<file path="src/rtl/user_wrapper_rr_mux_wr_if.sv">
// Stream bundle for the round-robin mux. N_LANES parallel AXI4-Stream lanes.
// Use N_LANES = N_SRCS for the source side and N_LANES = 1 for the merged output.
interface user_wrapper_rr_mux_wr_if #(
   parameter int unsigned N_LANES   = 1,
   parameter int unsigned DATA_BITS = 64,
   parameter int unsigned ID_BITS   = 4
);
   logic [N_LANES-1:0]                  tvalid;
   logic [N_LANES-1:0]                  tready;
   logic [N_LANES-1:0][DATA_BITS-1:0]   tdata;
   logic [N_LANES-1:0][DATA_BITS/8-1:0] tkeep;
   logic [N_LANES-1:0]                  tlast;
   logic [N_LANES-1:0][ID_BITS-1:0]     tid;

   modport master (output tvalid, tdata, tkeep, tlast, tid, input tready);
   modport slave  (input tvalid, tdata, tkeep, tlast, tid, output tready);
endinterface

</file>
<file path="src/rtl/user_wrapper_rr_mux_wr.sv">
// Packet-level round-robin merge of N_SRCS AXI4-Stream sources.
// The merged output passes through a 2-entry FIFO.
module user_wrapper_rr_mux_wr #(
   parameter int unsigned N_SRCS    = 4,
   parameter int unsigned DATA_BITS = 64,
   parameter int unsigned ID_BITS   = 4,
   localparam int unsigned SEL_BITS = (N_SRCS > 1) ? $clog2(N_SRCS) : 1
) (
   input  logic                      aclk,
   input  logic                      areset,
   user_wrapper_rr_mux_wr_if.slave   s_axis,
   user_wrapper_rr_mux_wr_if.master  m_axis,
   output logic [SEL_BITS-1:0]       port_out,
   output logic                      port_busy
);
   localparam int unsigned KEEP_BITS = DATA_BITS / 8;

   typedef enum logic {ST_IDLE, ST_LOCKED} state_t;

   typedef struct packed {
      logic [DATA_BITS-1:0] data;
      logic [KEEP_BITS-1:0] keep;
      logic                 last;
      logic [ID_BITS-1:0]   id;
   } beat_t;

   state_t              r_state, w_state_nxt;
   logic [SEL_BITS-1:0] r_grant, w_grant_nxt;
   logic [SEL_BITS-1:0] r_rr_ptr, w_rr_nxt;
   logic [SEL_BITS-1:0] w_pick;
   logic                w_any;
   logic [1:0]          r_cnt;
   beat_t               r_slot [2];
   beat_t               w_in;
   logic                w_sel_valid;
   logic [N_SRCS-1:0]   w_tready;
   logic                w_push, w_pop;

   // First valid source at or after r_rr_ptr, wrapping modulo N_SRCS.
   always_comb begin
      int unsigned idx;
      idx    = 0;
      w_any  = 1'b0;
      w_pick = '0;
      for (int unsigned i = 0; i < N_SRCS; i++) begin
         idx = (32'(r_rr_ptr) + i) % N_SRCS;
         if (!w_any && s_axis.tvalid[idx]) begin
            w_any  = 1'b1;
            w_pick = SEL_BITS'(idx);
         end
      end
   end

   assign w_sel_valid = s_axis.tvalid[r_grant];
   assign w_in.data   = s_axis.tdata[r_grant];
   assign w_in.keep   = s_axis.tkeep[r_grant];
   assign w_in.last   = s_axis.tlast[r_grant];
   assign w_in.id     = s_axis.tid[r_grant];

   always_comb begin
      w_state_nxt = r_state;
      w_grant_nxt = r_grant;
      w_rr_nxt    = r_rr_ptr;
      w_tready    = '0;
      w_push      = 1'b0;
      case (r_state)
         ST_IDLE: begin
            if (w_any) begin
               w_grant_nxt = w_pick;
               w_state_nxt = ST_LOCKED;
            end
         end
         ST_LOCKED: begin
            w_tready[r_grant] = (r_cnt != 2'd2);
            w_push            = w_sel_valid && (r_cnt != 2'd2);
            if (w_push && w_in.last) begin
               w_state_nxt = ST_IDLE;
               w_rr_nxt    = (r_grant == SEL_BITS'(N_SRCS - 1)) ? '0 : r_grant + 1'b1;
            end
         end
         default: w_state_nxt = ST_IDLE;
      endcase
   end

   assign w_pop = (r_cnt != 2'd0) && m_axis.tready[0];

   always_ff @(posedge aclk or posedge areset) begin
      if (areset) begin
         r_state  <= ST_IDLE;
         r_grant  <= '0;
         r_rr_ptr <= '0;
         r_cnt    <= '0;
      end else begin
         r_state  <= w_state_nxt;
         r_grant  <= w_grant_nxt;
         r_rr_ptr <= w_rr_nxt;
         case ({w_push, w_pop})
            2'b10:   r_cnt <= r_cnt + 2'd1;
            2'b01:   r_cnt <= r_cnt - 2'd1;
            default: r_cnt <= r_cnt;
         endcase
      end
   end

   // Slot 0 is always the head; a pop shifts slot 1 forward, push-with-pop refills the head.
   always_ff @(posedge aclk) begin
      case ({w_push, w_pop})
         2'b10: begin
            if (r_cnt == 2'd0) r_slot[0] <= w_in;
            else               r_slot[1] <= w_in;
         end
         2'b01:   r_slot[0] <= r_slot[1];
         2'b11:   r_slot[0] <= w_in;
         default: ;
      endcase
   end

   assign s_axis.tready   = w_tready;
   assign m_axis.tvalid[0] = (r_cnt != 2'd0);
   assign m_axis.tdata[0]  = r_slot[0].data;
   assign m_axis.tkeep[0]  = r_slot[0].keep;
   assign m_axis.tlast[0]  = r_slot[0].last;
   assign m_axis.tid[0]    = r_slot[0].id;
   assign port_out         = r_grant;
   assign port_busy        = (r_state == ST_LOCKED);
endmodule

</file>
<file path="src/flat_wrapper.sv">
// flat-port wrapper written by rule: the top's interface ports become plain ports
module user_wrapper_rr_mux_wr_flat 
#(
   parameter int unsigned N_SRCS    = 4,
   parameter int unsigned DATA_BITS = 64,
   parameter int unsigned ID_BITS   = 4,
   localparam int unsigned SEL_BITS = (N_SRCS > 1) ? $clog2(N_SRCS) : 1
)
  (aclk, areset, port_out, port_busy, s_axis_tvalid, s_axis_tdata, s_axis_tkeep, s_axis_tlast, s_axis_tid, s_axis_tready, m_axis_tvalid, m_axis_tdata, m_axis_tkeep, m_axis_tlast, m_axis_tid, m_axis_tready);
  user_wrapper_rr_mux_wr_if #(.N_LANES((4)), .DATA_BITS(DATA_BITS), .ID_BITS(ID_BITS)) s_axis_i ();
  user_wrapper_rr_mux_wr_if #(.N_LANES(1), .DATA_BITS(DATA_BITS), .ID_BITS(ID_BITS)) m_axis_i ();
  input  logic aclk;
  input  logic areset;
  output logic [SEL_BITS-1:0] port_out;
  output logic port_busy;
  input wire logic [$bits(s_axis_i.tvalid)-1:0] s_axis_tvalid;
  input wire logic [$bits(s_axis_i.tdata)-1:0] s_axis_tdata;
  input wire logic [$bits(s_axis_i.tkeep)-1:0] s_axis_tkeep;
  input wire logic [$bits(s_axis_i.tlast)-1:0] s_axis_tlast;
  input wire logic [$bits(s_axis_i.tid)-1:0] s_axis_tid;
  output wire logic [$bits(s_axis_i.tready)-1:0] s_axis_tready;
  output wire logic [$bits(m_axis_i.tvalid)-1:0] m_axis_tvalid;
  output wire logic [$bits(m_axis_i.tdata)-1:0] m_axis_tdata;
  output wire logic [$bits(m_axis_i.tkeep)-1:0] m_axis_tkeep;
  output wire logic [$bits(m_axis_i.tlast)-1:0] m_axis_tlast;
  output wire logic [$bits(m_axis_i.tid)-1:0] m_axis_tid;
  input wire logic [$bits(m_axis_i.tready)-1:0] m_axis_tready;
  assign s_axis_i.tvalid = s_axis_tvalid;
  assign s_axis_i.tdata = s_axis_tdata;
  assign s_axis_i.tkeep = s_axis_tkeep;
  assign s_axis_i.tlast = s_axis_tlast;
  assign s_axis_i.tid = s_axis_tid;
  assign s_axis_tready = s_axis_i.tready;
  assign m_axis_tvalid = m_axis_i.tvalid;
  assign m_axis_tdata = m_axis_i.tdata;
  assign m_axis_tkeep = m_axis_i.tkeep;
  assign m_axis_tlast = m_axis_i.tlast;
  assign m_axis_tid = m_axis_i.tid;
  assign m_axis_i.tready = m_axis_tready;
  user_wrapper_rr_mux_wr #(.N_SRCS(N_SRCS), .DATA_BITS(DATA_BITS), .ID_BITS(ID_BITS)) u_core (.aclk(aclk), .areset(areset), .s_axis(s_axis_i), .m_axis(m_axis_i), .port_out(port_out), .port_busy(port_busy));
endmodule
</file>
<file path="config.mk">
export PLATFORM = sky130hd
export DESIGN_NAME = user_wrapper_rr_mux_wr_flat
export DESIGN_NICKNAME = d
export VERILOG_FILES = /design/src/rtl/user_wrapper_rr_mux_wr_if.sv /design/src/rtl/user_wrapper_rr_mux_wr.sv /design/src/flat_wrapper.sv
export SDC_FILE = /design/constraint.sdc
export NUM_CORES = 1
export LEC_CHECK = 0
export BUFFER_PORTS_ARGS = -buffer_cell sky130_fd_sc_hd__buf_2
export CORE_MARGIN = 10
export CORE_UTILIZATION = 25
export CTS_CLUSTER_DIAMETER = 60
export CTS_CLUSTER_SIZE = 28
export DETAILED_ROUTE_END_ITERATION = 16
export PLACE_DENSITY = 0.51
export RECOVER_POWER = 50
export SYNTH_ARGS = -nofsm -noshare
export SYNTH_HDL_FRONTEND = slang
export SYNTH_SLANG_ARGS = --single-unit
</file>
<file path="constraint.sdc">
create_clock -name aclk -period 9.75 [get_ports aclk]
set_clock_uncertainty 0.05 [all_clocks]
set_input_delay 0.975 -clock aclk [delete_from_list [all_inputs] [get_ports aclk]]
set_output_delay 0.975 -clock aclk [all_outputs]
set_load 0.01 [all_outputs]
</file>
# Yosys cells after proc, flatten, opt, wreduce, memory -nomap -nowiden
# Memories as Yosys holds them, arrays and structs flattened.
# Cells that the tools add are included.
dict set report word_totals {
  out_inout_bits 85
  memories 1
  ram_bits 154
  elab_cells 92
  reg_bits 7
  in_bits 315
}
# memory words word_bits rd rd_clocked_by_memory_dff write_ports line_no
set mem_list {}
lappend mem_list {u_core.r_slot 2 77 2 0 1 user_wrapper_rr_mux_wr.sv:33} ;# beat_t r_slot [2];
dict set report classes {
  n_lt_le_gt_ge 6
  add_sub_neg 6
  n_reduce_logical 16
  n_bitwise 4
  muxes 50
  eq_ne 5
}
# operator n
set op_table {}
lappend op_table {{77-bit 2-to-1 mux} 3}
lappend op_table {{64-bit binary-select mux with 2-bit select} 1}
lappend op_table {{77-bit OR reduction} 1}
lappend op_table {{64-bit 2-to-1 mux} 1}
lappend op_table {{1-bit 2-to-1 mux} 26}
lappend op_table {{8-bit binary-select mux with 2-bit select} 1}
lappend op_table {{2-bit by 3-bit less-than comparator with 1-bit output (second input constant)} 5}
lappend op_table {{1-bit binary-select mux with 2-bit select} 6}
lappend op_table {{2-bit 2-to-1 mux} 5}
lappend op_table {{4-bit binary-select mux with 2-bit select} 1}
lappend op_table {{4-bit 2-to-1 mux} 2}
lappend op_table {{8-bit 2-to-1 mux} 1}
lappend op_table {{1-bit logical AND} 7}
lappend op_table {{2-bit by 1-bit adder with 2-bit output (second input constant)} 3}
lappend op_table {{2-bit equality test (second input constant)} 3}
lappend op_table {{2-bit adder (second input constant)} 2}
lappend op_table {{4-bit AND} 1}
lappend op_table {{2-bit one-hot mux with 2 select lines} 1}
lappend op_table {{2-bit AND reduction} 2}
lappend op_table {{2-bit nonzero test} 2}
lappend op_table {{1-bit zero test} 3}
lappend op_table {{1-bit demux with 2-bit select} 1}
lappend op_table {{2-bit by 1-bit equality test with 1-bit output (second input constant)} 1}
lappend op_table {{2-bit by 1-bit greater-or-equal comparator with 1-bit output (second input constant)} 1}
lappend op_table {{6 further kinds} 7}

# Depth between registers and ports, before layout
# Gate-level depths: netlist of run 1.
dict set report depth {
  depth_word 14
  mapped_depth 9
  ltp_nobuf 7
}

# Worst setup path after synthesis of run 1
# Ideal clock, no wire load.
dict set report synth_path {
  path_kind {input -> register}
  start {input s_axis_tvalid[1]}
  end {memory u_core.r_slot[0][0] (netlist name), enable pin}
  path_buffers 0
  setup_time_ps 619
  arrival_time_ps 6744
  stages 3
  slack_ps 2337
  required_time_ps 9081
  cell_sequence {mux4_2 nand3_1 o21ai_0}
}
dict set report synth_via {
  elab_chain_cells 10
  word_cells_on_any_way 20
  cone_classes {3 x eq/ne; 13 x mux; 2 x bitwise; 2 x reduce/logical}
}
# item line_no
set synth_lines {}
lappend synth_lines {{start: declaration} flat_wrapper.sv:16} ;# input wire logic [$bits(s_axis_i.tvalid)-1:0] s_axis_tvalid;
lappend synth_lines {{1-bit binary-select mux with 2-bit select (*)} user_wrapper_rr_mux_wr.sv:54} ;# assign w_sel_valid = s_axis.tvalid[r_grant];
lappend synth_lines {{1-bit 2-to-1 mux (not written as such) (*)} user_wrapper_rr_mux_wr.sv:54}
lappend synth_lines {{1-bit logical AND (*)} user_wrapper_rr_mux_wr.sv:75} ;# w_push = w_sel_valid && (r_cnt != 2'd2);
lappend synth_lines {{1-bit 2-to-1 mux (*)} user_wrapper_rr_mux_wr.sv:66} ;# case (r_state)
lappend synth_lines {{branches (longest 6 deep; another with 77-bit OR reduction)} -}
lappend synth_lines {{end: declaration} user_wrapper_rr_mux_wr.sv:33}
# Mark *: on every way between the ends. The select of a mux whose other input is x is not followed.

# Final worst setup path of run 1
dict set report layout_path {
  start {register u_core.r_grant[0] (netlist: u_core.port_out[0])}
  end {memory u_core.r_slot[0][46] (netlist name), enable pin}
}
dict set report layout_via {
  elab_chain_cells 10
  word_cells_on_any_way 20
  cone_classes {3 x eq/ne; 13 x mux; 2 x bitwise; 2 x reduce/logical}
}
# item line_no
set layout_lines {}
lappend layout_lines {{start: declaration} user_wrapper_rr_mux_wr.sv:28} ;# logic [SEL_BITS-1:0] r_grant, w_grant_nxt;
lappend layout_lines {{start signal: assignment} user_wrapper_rr_mux_wr.sv:95} ;# r_grant <= w_grant_nxt;
lappend layout_lines {{1-bit binary-select mux with 2-bit select (*)} user_wrapper_rr_mux_wr.sv:54}
lappend layout_lines {{1-bit 2-to-1 mux (not written as such) (*)} user_wrapper_rr_mux_wr.sv:54}
lappend layout_lines {{1-bit logical AND (*)} user_wrapper_rr_mux_wr.sv:75}
lappend layout_lines {{1-bit 2-to-1 mux (*)} user_wrapper_rr_mux_wr.sv:66}
lappend layout_lines {{branches (longest 6 deep; another with 77-bit OR reduction)} -}
# Marked as above.

==> results.txt, run 1 <==
The TritonCTS buffer count is 17. The number of antenna violations at the first check in global routing was 1. In this run the cell area of the synthesized design comes to 7970 um^2. The number of optimization iterations in the first detailed-route pass is 4. The chip height came out at 199 um. The post-CTS setup buffer count came out at 0.

The worst setup path is captured at a flip-flop. Power comes to 3.32 mW. For this block, the initial DRC count from the detailed router was 240. For this run, the total global-route usage over all layers was measured as between 10% and 20%.

The count of instances resized after the clock tree is built came out at 0. The H-tree generated during clock tree synthesis spans 4 levels. The maximum clock frequency came out at 0.191 GHz. The number of synthesized flops with an enable pin is 154. The netlist uses 38 different library cells. The remaining number of nets flagged by the antenna check after routing is 0.

The number of standard-cell rows in the floorplan came out at 65. The die boundary width came out at 199 um. The worst hold path belongs to the class input pin to asynchronous set/reset pin. By count the netlist is led by 154 x edfxtp_1, 78 x mux4_2, 76 x mux2_2, 13 x buf_2. The average wire length per cell after detail routing came out at 20.4 um. The total number of yosys warnings is 0. The final design utilization came out at about a third. The worst register-to-register path has a setup slack of 4500 ps. The run finished, with violations left. The peak per-stage delay on the critical path is ~1900 ps. The tree is rooted in a clkbuf_16. The mean post-synth cell area came out at 20.2 um^2. The share of the synthesized area in the top cell type came out at around three fifths. In this run the tightest slew margin relative to its limit is -80.7%.

The worst setup path is launched from a flip-flop. The initial standard-cell utilization of the core came out at 25.3%. The number of buffers added on ports is approximately 400. In the finished design, the share of the clock period the worst path needs comes to 53.8%.

In this run the worst path has a maximum fanout of 41. The count of hold-fix buffers inserted at cts is 0. The analysis attributes to cell leakage a power of 4.13 nW. Traced cell by cell, the critical path runs through mux4_2 > nand3_1 > o21ai_0 > clkbuf_1. The cell area power density came out at slightly above 300 nW/um^2.

The transition time of the tightest slew-check pin is 2710 ps. The cell count after synthesis came out at 395. The critical path in this run is classified as flip-flop to flip-flop.

The vias per cell came out at between 4 and 5. Max-cap violations in this run came to 3. The total negative setup slack came out at 0 ps.

The diode insertion count for antenna repair is 0. The post-layout net count is 1116. The floorplan step defined a die boundary enclosing 39400 um^2. The number of global-route vias before repair is 6090. The maximum root-to-sink buffer count came out at 2.

The synthesis-to-layout area growth came out at 35.7%. TritonCTS built the clock tree. The number of nets in the synthesized netlist came out at between 700 and 800.

Yosys attributes the largest share of cell area to edfxtp_1 58%, mux4_2 22%, mux2_2 11%. The endpoint arrival time on the critical path is 5160 ps. The slowest stage of the critical path is the clkbuf_1 cell.

After clock tree synthesis, the clock-pin slew on the worst setup and hold paths is 70 ps. The final-report setup violation count is 0. The worst endpoint required time came out at ~9700 ps. After routing the design area is 10800 um^2. The post-route DRC violation count is 0.

In the post-synthesis netlist, the cell with the most instances is edfxtp_1. The final route contains around 5400 vias. The final critical delay including setup and external delays came out at 5250 ps.

Summed over all nets, the half-perimeter wirelength after detailed placement is 19200 um. The count of final max-slew check failures came out at 120. The clock reaches the later pin of the worst-skew pair after 410 ps. Clock tree synthesis found a total of around 160 sinks. The wire length of the first global-routing pass is between 30000 and 40000 um. The pin count of the biggest net entering global routing came out at 46. The total placed instance area came out at 10400 um^2. Signal routing reaches up to met5. The number of top-level design ports came out at 400. The share of cells above drive strength 1 is between 60 and 70%.

The met2 wire length came out at 12700 um. The final reports fail on capacitance limit, slew limit. The area of the placeable core came out at 31500 um^2. The routed wire length is around 25000 um. Setup repair after global routing left no endpoint under its margin.

Of all cell types, the one taking the most synthesized area is edfxtp_1. The final hold violation count was 0. Across the VDD grid, the largest voltage drop is 124 uV. The worst slack on hold paths is 450 ps. The sum of routed wire segments on met1 is 9880 um. The met3 wire length is 1890 um. The share of the yosys chip area belonging to registers came out at roughly three fifths. The most used flip-flop cell after synthesis is edfxtp_1. The total congestion overflow after global routing is 0. The share of flip-flops with an asynchronous set or reset is 4.35%.

The global placement routability congestion came out at between 0.7 and 0.8. The flip-flop and latch count after synthesis came out at 161.
==> worst max-delay path: cells and delay by family (launching register included) <==
family	cells	cell delay [ps]
buffers and inverters	1	1940
multiplexers	1	490
AO/OA/AOI/OAI	1	280
flip-flops	1	1840
AND/OR/NAND/NOR	1	120
==> kinds of logic after synthesis <==
group	Yosys count	synth area share, %
buffers and inverters	32	2.39
AO/OA/AOI/OAI	10	0.880
adder cells (fa/ha/maj)	7	1.10
XOR/XNOR	3	0.330
multiplexers	158	33.3
flip-flops	161	60.2
AND/OR/NAND/NOR	24	1.73
==> power by group <==
group / total [mW] / internal, mW / leakage, nW / switching (mW)
Sequential: 1.39 / 1.24 / 1.53 / 0.148
Combinational: 1.29 / 0.614 / 2.33 / 0.680
Clock: 0.640 / 0.354 / 0.263 / 0.286
==> area by class of cell <==
cell class | count | area (um^2)
clock buffer | 17 | 425
clock inverter | 14 | 133
fill | 3132 | 20700
inverter | 6 | 22.5
multi-input combinational | 202 | 2990
sequential | 161 | 4800
tap | 402 | 503
timing repair buffer | 406 | 1940
==> metrics by stage <==
step	instances	setup WS (ps)
floorplan	395	2340
global placement	1177	6270
detailed placement	1177	6280
CTS	1208	6100
global route	1208	3800
finish	1208	4500
==> state kept, by name, summed over array words and instances (netlist names) <==
name and flops:
u_core.r_slot 154, u_core.port_busy 1, u_core.r_cnt 2, u_core.r_rr_ptr 2, u_core.port_out 2
==> metal layers <==
| metal | track usage (%) | up-vias |
|---|---|---|
| met5 | 0 | - |
| met1 | 14.2 | 2708 |
| li1 | - | 2467 |
| met2 | 20.7 | 206 |
| met3 | 3.97 | 9 |
| met4 | 2.88 | 2 |
==> worst paths after layout <==
path | startpoint | end | depth (start not counted)
min reg2reg | u_core.r_cnt[1] | u_core.r_cnt[1] | 1
max reg2reg | u_core.port_out[0] | u_core.r_slot[0][46] | 4
max | u_core.port_out[0] | u_core.r_slot[0][46] | 4
max in group asynchronous | areset | u_core.port_out[1] | 2
min in group aclk | u_core.r_cnt[1] | u_core.r_cnt[1] | 1
min | areset | u_core.port_busy | 2
==> placed cells by master, fill, tap and decap left out, types with 2 or more instances in the layout <==
cell type   Yosys  layout
xnor2_1         2       2
and3_1          4       4
buf_4           5       5
edfxtp_1      154     154
nor2_1          4       4
a21oi_1         2       2
mux2_2         76      76
buf_2          13     320
dfrtp_1         7       6
nand2b_1        3       3
clkinv_4        0       4
mux4_2         78      78
mux2_1          3       3
nand2_1         2       2
inv_6           0       3
clkinvlp_4      0       3
clkbuf_1        5      81
inv_1           6       6
ha_1            7       7
o21ai_0         2       2
clkbuf_16       0      17
clkinv_1        0       2
nor2b_1         2       2
No activity file was read; power rests on OpenSTA's default activity.
==> inputs of run 2 (changes only) <==
--- a/config.mk
+++ b/config.mk
@@ -11,7 +11,7 @@
 export CTS_CLUSTER_DIAMETER = 60
 export CTS_CLUSTER_SIZE = 28
 export DETAILED_ROUTE_END_ITERATION = 16
-export PLACE_DENSITY = 0.51
+export PLACE_DENSITY = 0.53
 export RECOVER_POWER = 50
 export SYNTH_ARGS = -nofsm -noshare
 export SYNTH_HDL_FRONTEND = slang
==> constraint.sdc (replaced) <==
create_clock -name aclk -period 4.28 [get_ports aclk]
set_clock_uncertainty 0.05 [all_clocks]
set_input_delay 0.428 -clock aclk [delete_from_list [all_inputs] [get_ports aclk]]
set_output_delay 0.428 -clock aclk [all_outputs]
set_load 0.01 [all_outputs]
==> run 2 against run 1 <==
- the flow now finishes without violations
- sequential power increased by 120%
- critical path depth increased by 1
- flip-flop and latch count unchanged
- cell count increased by 0.33%
- combinational power increased by 140%
- setup slack got worse by 3700 ps
- first-iteration DRC count increased by 0.42%
- total power increased by 130%
- critical path type is now flip-flop to primary output
- critical endpoint is now s_axis_tready[0]
- largest cell class unchanged
==> results.txt, run 2 (synthesis results as in run 1) <==
The reg-to-reg setup timing slack is 1150 ps (-3350 ps). The number of top-level design ports was 400 (unchanged). The chip height is 199 um (unchanged). The worst setup path is captured at a primary output.

The internal power component is 4.99 mW (+130%). The HPWL after detailed placement is 19500 um (+1.8%). The die boundary width is 199 um (unchanged). The total net switching power is 2.57 mW (+130%). The critical path is of the flip-flop to primary output type. Setup repair after global routing left no endpoint under its margin. The vias per cell is 4.49 (+0.52%). The worst-path cell with the longest stage delay is clkbuf_2.

TritonCTS built the clock tree. The number of standard-cell rows in the floorplan came to 65 (unchanged). The area of the placeable core is 31500 um^2 (unchanged). The final-report setup violation count came out at 0 (unchanged). The total buffers and inverters traversed by the critical path is 3 (+2). The max-slew headroom at the worst pin is 5.41% (+86 points). The total vias in the final route came out at 5438 (+0.85%).

The endpoint arrival time on the critical path came to 3010 ps (-2150 ps). The clock sink total is 161 (unchanged). More flip-flops sit in one register than any other, and that register is u_core.r_slot.

The count of final max-slew check failures is 0 (-100%). The maximum VDD drop is 342 uV (+180%). The global placement routability congestion came to 0.821 (+5.5%). The number of antenna violations at the first check in global routing came to 4 (+3). Walking the worst path, the cells encountered are clkbuf_2 > inv_1 > ha_1 > and3_1 > buf_2. The clock insertion delay at the later pin of the skew report came out at 420 ps (about the same).

The number of violations of the max-capacitance limit is 0 (-3). The critical-path maximum fanout came out at 49 (+20%). The wire length of the first global-routing pass is 37400 um (+3.0%). The worst setup path is launched from a flip-flop. The final hold violation count came to 0 (unchanged). The initial standard-cell utilization of the core came to 25.3% (unchanged). The number of inserted filler cells in the final layout was 3155 (+0.73%). The worst endpoint required time is 3800 ps (-5860 ps). The number of optimization iterations in the first detailed-route pass is 4 (unchanged). The clock edge transition at the registers on the reported setup and hold paths came out at 80 ps (about the same).

The library cells used most frequently in the layout, excluding fill and tap cells, are 321 x buf_2, 154 x edfxtp_1, 80 x clkbuf_1, 78 x mux4_2, 76 x mux2_2. The total negative setup slack came out at 0 ps (unchanged). The total congestion overflow after global routing was 0 (unchanged). The proportion of power drawn by the clock network came out at 18.8% (-0.5 points). The maximum root-to-sink buffer count came out at 2 (unchanged). The kind of cell with the highest combined delay along the critical path is buffers and inverters.

Leaving out fill and tap cells, the most frequent cell in the layout is buf_2. The cell area power density came to 697 nW/um^2 (+130%). The share of total power in sequential cells came out at 40.9% (-0.9 points). The run finished with clean final reports.

The worst slack on hold paths came out at 353 ps (-96.8 ps). Derived from the worst setup path, the maximum achievable clock frequency is 0.286 GHz. The all-layer global routing usage came to 12.3% (+0.31 points).

The flip-flop count of the largest register after layout is 154 (unchanged). The combinational share of power is 40.3% (+1.4 points). The post-layout net count is 1118 (+0.18%).

The routed wire length came out at 25400 um (+2.7%). The synthesis-to-layout area growth came out at 35.9%. The average wire length per cell after detail routing is 20.9 um (+2.4%). The H-tree depth is 4 (unchanged). The transition time of the tightest slew-check pin came out at 1420 ps (-1290 ps). The number of global-route vias before repair came out at 6193 (+1.7%). The number of buffers added on ports is 399 (unchanged). The tree is rooted in a clkbuf_16.

The post-CTS setup buffer count was 0 (unchanged). The min-delay analysis places its worst path in the category input pin to flip-flop. The final critical delay including setup and external delays is 3490 ps. The static leakage came out at 4.14 nW (+0.25%).

The share of cells above drive strength 1 was 63.9% (+0.26 points). The pin count of the biggest net entering global routing is 50 (+8.7%). The TritonCTS buffer count came out at 17 (unchanged). The post-route DRC violation count came out at 0 (unchanged). The net switching share of the total power is 34.0% (+0.45 points). The remaining number of nets flagged by the antenna check after routing came to 0 (unchanged). The number of DRC markers after the initial detailed-route iteration came out at 241 (+0.42%). The peak per-stage delay on the critical path was 1060 ps (-880 ps). The post-route clock period utilization is 81.6%. The total die area came out at 39400 um^2 (unchanged).
## run 2: changes by cell type in the layout (fill, tap and decap cells not counted), sizes merged
| cell | previous run | this run |
|---|---|---|
| clkinv | 6 | 5 |
| dlygate4sd3 | 0 | 1 |
| bufinv | 1 | 0 |
| inv | 10 | 11 |
| buf | 325 | 326 |
| diode | 0 | 1 |
| clkbuf | 98 | 100 |
## run 2: path summary, 6_finish.rpt
check | startpoint | to | cells after the start
hold / removal | s_axis_tvalid[1] | u_core.port_out[0] | 3
min in group asynchronous | areset | u_core.port_busy | 3
setup reg to reg | u_core.port_out[0] | u_core.r_slot[0][49] | 3
hold reg to reg | u_core.r_cnt[1] | u_core.r_cnt[1] | 1
setup / recovery | u_core.port_out[1] | s_axis_tready[0] | 5
max in group asynchronous | areset | u_core.port_out[1] | 3
## run 2: per-stage QoR
step                worst slack (ps)  instances  utilization (%)  power [mW]  area, um^2
floorplan                        687        395                -        5.21        7970
global placement                1240       1178             33.0        6.31       10400
detailed placement              1200       1178             33.0        6.36       10400
CTS                             1170       1211             34.8        7.84       10900
global route                     536       1211             34.4        8.08       10800
finish                           788       1212             34.4        7.55       10800
## run 2: layout make-up
| class | instances | area [um^2] | share of cell area, % |
|---|---|---|---|
| Antenna cell | 1 | 2.50 | 0.0231 |
| Timing Repair Buffer | 408 | 1970 | 18.2 |
| Inverter | 6 | 22.5 | 0.208 |
| Clock buffer | 19 | 433 | 4.00 |
| Clock inverter | 13 | 105 | 0.971 |
| Multi-Input combinational cell | 202 | 2990 | 27.6 |
| Sequential cell | 161 | 4800 | 44.4 |
| Tap cell | 402 | 503 | 4.64 |
## run 2: what timing repair did
| action | 4_1_cts | 5_1_grt |
|---|---|---|
| gates resized for setup | 0 | 0 |
| endpoints found under the hold margin | 7 | 0 |
| hold buffers | 1 | 0 |
## run 2: tightest hold or removal path, delay by kind of cell
| family | cells | cell delay (ps) |
|---|---|---|
| buf+inv | 1 | 130 |
| compound gates | 2 | 220 |
## run 2: power groups by stage
stage | logic [mW] | registers, mW | clock network [mW]
CTS | 3.26 | 3.09 | 1.49
finish | 3.05 | 3.09 | 1.42
global placement | 3.22 | 3.09 | 0
floorplan | 1.95 | 3.26 | 0
detailed placement | 3.24 | 3.12 | 0
global route | 3.37 | 3.17 | 1.54
## run 2: layer usage
layer	routed length [um]	track usage, %	up-vias
met4	226	3.02	8
met1	10200	14.3	2740
met2	13000	21.7	201
li1	-	-	2473
met5	54	0	-
met3	1830	3.99	16
==> inputs of run 3 (changes only) <==
--- a/config.mk
+++ b/config.mk
@@ -5,13 +5,14 @@
 export SDC_FILE = /design/constraint.sdc
 export NUM_CORES = 1
 export LEC_CHECK = 0
+export ABC_AREA = 1
 export BUFFER_PORTS_ARGS = -buffer_cell sky130_fd_sc_hd__buf_2
 export CORE_MARGIN = 10
 export CORE_UTILIZATION = 25
 export CTS_CLUSTER_DIAMETER = 60
 export CTS_CLUSTER_SIZE = 28
 export DETAILED_ROUTE_END_ITERATION = 16
-export PLACE_DENSITY = 0.53
+export PLACE_DENSITY = 0.52
 export RECOVER_POWER = 50
 export SYNTH_ARGS = -nofsm -noshare
 export SYNTH_HDL_FRONTEND = slang
==> constraint.sdc (replaced) <==
create_clock -name aclk -period 2.9 [get_ports aclk]
set_clock_uncertainty 0.05 [all_clocks]
set_input_delay 0.29 -clock aclk [delete_from_list [all_inputs] [get_ports aclk]]
set_output_delay 0.29 -clock aclk [all_outputs]
set_load 0.01 [all_outputs]
==> run 3 against run 2 <==
- clock power is 51% higher
- critical path type unchanged
- critical endpoint is now s_axis_tready[1]
- sequential share of layout area decreased by 2.1 points
- highest routed layer unchanged
- largest power group is now combinational cells
- synthesized cell count grew 100%
==> results.txt, run 3 <==
The die boundary width came out at 204 um (+2.8%). The static leakage is 4.66 nW (+12%). The clock insertion delay at the later pin of the skew report is 410 ps (about the same). The startpoint identified for the worst hold timing path is s_axis_tkeep[4].

The cell area power density is 1100 nW/um^2 (+58%). The flip-flop count of the largest register after layout came out at 154 (unchanged). The count of final max-slew check failures came out at 0 (unchanged). The dominant cell type by count on the critical path is inv_1. Traced cell by cell, the critical path runs through inv_1 > buf_4 > ha_1 > inv_1 > nor2_1 > buf_2.

Counting I/O delays and the setup requirement, the final critical path takes around 2500 ps. The chip height is 204 um (+2.8%). The share of the synthesized area in the top cell type is 54.6% (-3.4 points). The number of violations of the max-capacitance limit is 0 (unchanged). The number of optimization iterations in the first detailed-route pass is 5 (+1).

By instance count, the leading cell after synthesis is nor2_1. The critical-path maximum fanout was 79 (+61%). The mean post-synth cell area came out at 10.6 um^2 (-47%). The slowest stage of the critical path belongs to the cell buf_4. The TritonCTS buffer count came to 17 (unchanged). The number of logic stages on the critical path including buffering is 6 (+1). The clock edge transition at the registers on the reported setup and hold paths came out at 60 ps (-20 ps). The top cell types in the final layout, fill and taps aside, are 321 x buf_2, 162 x nor2_1, 157 x o21ai_0, 154 x edfxtp_1, 79 x clkbuf_1. The worst endpoint required time came to 2560 ps (-1240 ps). The post-CTS setup buffer count came to 0 (unchanged). The max-slew headroom at the worst pin is 45.0% (+40 points). The vias per cell was 4.61 (+2.7%). The share of the yosys chip area belonging to registers is 56.7% (-3.5 points). Summed over all instances, the cell type with the most area after synthesis is edfxtp_1.

For hold timing, the worst endpoint is u_core.r_slot[1][9]. The total die area came to 41600 um^2 (+5.6%). The minimum setup slack in the final design came out at 381 ps (-407 ps).

Ranked by instance count, the synthesized netlist is headed by 162 x nor2_1, 158 x o21ai_0, 154 x edfxtp_1, 77 x o22ai_1, 49 x nand2_1. The run finished with clean final reports. The maximum VDD drop came out at 649 uV (+90%). The global placement routability congestion is 0.846 (+3.1%). The H-tree depth is 4 (unchanged). TritonCTS built the clock tree. The post-synth design cell area came out at 8460 um^2 (+6.2%). The library cell used most frequently in the layout, excluding fill and tap cells, is buf_2. The maximum root-to-sink buffer count was 2 (unchanged).

The number of synthesized flops with an enable pin is 154 (unchanged). The share of cells above drive strength 1 was 38.0% (-26 points). The number of antenna violations at the first check in global routing came out at 4 (unchanged).

The flip-flop and latch count after synthesis is 161 (unchanged). In the post-synthesis netlist, the biggest area contributors are edfxtp_1 55%, o21ai_0 9.3%, nor2_1 7.2%. The count of hold-fix buffers inserted at cts is 1 (unchanged). In this run the critical register-to-register path is captured at u_core.r_slot[0][30]. The endpoint arrival time on the critical path is 2180 ps (-830 ps). The number of standard-cell rows in the floorplan is 67 (+3.1%). The clock sink total is 161 (unchanged). The number of nets in the synthesized netlist came out at 1121 (+56%).

The final hold violation count is 0 (unchanged). The wire length of the first global-routing pass is 43900 um (+18%). The number of DRC markers after the initial detailed-route iteration came out at 399 (+66%). The transition time of the tightest slew-check pin was 824 ps (-595 ps).

The total buffers and inverters traversed by the critical path came out at 4 (+1). The post-route non-filler standard cell count is 1634 (+35%). The initial standard-cell utilization of the core is 25.3% (about the same).

The critical path is of the flip-flop to primary output type. The cell count after synthesis came out at 799 (+100%). The total congestion overflow after global routing came out at 0 (unchanged). The reg-to-reg setup timing slack is 450 ps (-700 ps). The post-route clock period utilization is between 80 and 90%. The share of flip-flops with an asynchronous set or reset was 4.35% (unchanged).

The area of the placeable core is 33400 um^2 (+6.3%). The all-layer global routing usage came out at 13.3% (+0.99 points). The number of cells on the worst reg-to-reg path was 7 (+4).

The final-report setup violation count is 0 (unchanged). The total placed cells including tap cells is 1598 (+36%). The number of global-route vias before repair is 7756 (+25%).

The pin count of the biggest net entering global routing came out at 158 (+220%). The count of instances resized after the clock tree is built is 0 (unchanged). The HPWL after detailed placement is 21700 um (+11%). CTS placed an instance of clkbuf_16 at the clock tree root. For this run, the leading register cell type out of synthesis is edfxtp_1. The average wire length per cell after detail routing came out at 18.1 um (-13%). In this run the worst hold path is classified as input pin to flip-flop. The pre-CTS setup slack is 353 ps (-844 ps). The total number of yosys warnings was 0 (unchanged). The area growth from synthesis to layout is 34.4%. The post-route DRC violation count came out at 0 (unchanged). u_core.r_slot holds more flip-flops than any other register. The remaining number of nets flagged by the antenna check after routing came to 0 (unchanged).

In this design, the largest share of critical-path delay is due to buffers and inverters. The routed wire length is 29600 um (+17%). The peak per-stage delay on the critical path is 620 ps (-440 ps). The total vias in the final route is 7532 (+39%).

The worst setup path is launched from a flip-flop. The post-layout net count is 1492 (+33%). The post-synthesis cell type count is 28 (-26%). In this run the critical register-to-register path is launched from u_core.port_out[0]. Setup repair after global routing left no endpoint under its margin. The maximum clock frequency came out at 0.397 GHz.

The worst setup path is captured at a primary output. The number of instances on the worst hold path was 3 (unchanged). The number of buffers added on ports came out at 399 (unchanged). The number of top-level design ports came out at 400 (unchanged).
[run 3: cells by family after synthesis]
| kind of cell | Yosys count | synth area share, % |
|---|---|---|
| compound gates | 246 | 15.8 |
| simple gates | 223 | 10.1 |
| flops | 161 | 56.7 |
| buf+inv | 83 | 4.58 |
| mux | 77 | 11.6 |
| fa+ha+maj | 7 | 1.03 |
| xor+xnor | 2 | 0.207 |
[run 3: worst max-delay path by stage]
stage,startpoint,endpoint,slack (ps)
after floorplan,u_core.port_out[0],u_core.r_slot[0][0],-50
after global placement,u_core.port_out[0],u_core.r_slot[0][45],420
after detailed placement,u_core.port_out[0],u_core.r_slot[0][20],350
after CTS,u_core.port_out[1],s_axis_tready[1],330
after global routing,u_core.port_out[1],s_axis_tready[1],170
final,u_core.port_out[1],s_axis_tready[1],380
[run 3: metal layers]
metal | vias to the layer above | part of all wire, % | GRT usage [%]
met5 | - | 0.081 | 0
met2 | 280 | 49 | 23.2
met1 | 3568 | 42 | 15.4
met4 | 4 | 1.9 | 3.62
li1 | 3651 | - | -
met3 | 29 | 7.4 | 4.42
[run 3: worst register-to-register path, cell delays in order, from the launching register on]
cell and delay [ps]:
dfrtp_4 520, a21oi_1 150, o21ai_0 110, a21oi_2 230, ha_1 190, or2_4 290, buf_12 250, mux2_2 410
[run 3: final cells by class]
class,instances,area (um^2)
Multi-Input combinational cell,555,3300
Clock inverter,14,130
Tap cell,448,561
Timing Repair Buffer,412,2060
Antenna cell,3,7.51
Inverter,23,88.8
Clock buffer,18,429
Fill cell,3512,22100
Sequential cell,161,4800
[run 3: where the power goes]
group | internal (mW) | total [mW] | switching, mW
sequential | 4.24 | 4.57 | 0.336
combinational | 2.17 | 5.79 | 3.62
clock | 1.19 | 2.15 | 0.953
total | 7.60 | 12.5 | 4.91
[run 3: metrics by stage]
stage / area (um^2) / utilization [%] / hold slack (ps) / power [mW] / setup TNS (ps)
after global routing: 11400 / 34.0 / 227 / 13.5 / 0
final: 11400 / 34.0 / 239 / 12.5 / 0
after floorplan: 8500 / - / 43.3 / 8.58 / -5910
after detailed placement: 10900 / 32.6 / 226 / 10.7 / 0
after CTS: 11500 / 34.3 / 214 / 12.9 / 0
after global placement: 10900 / 32.6 / 207 / 10.6 / 0
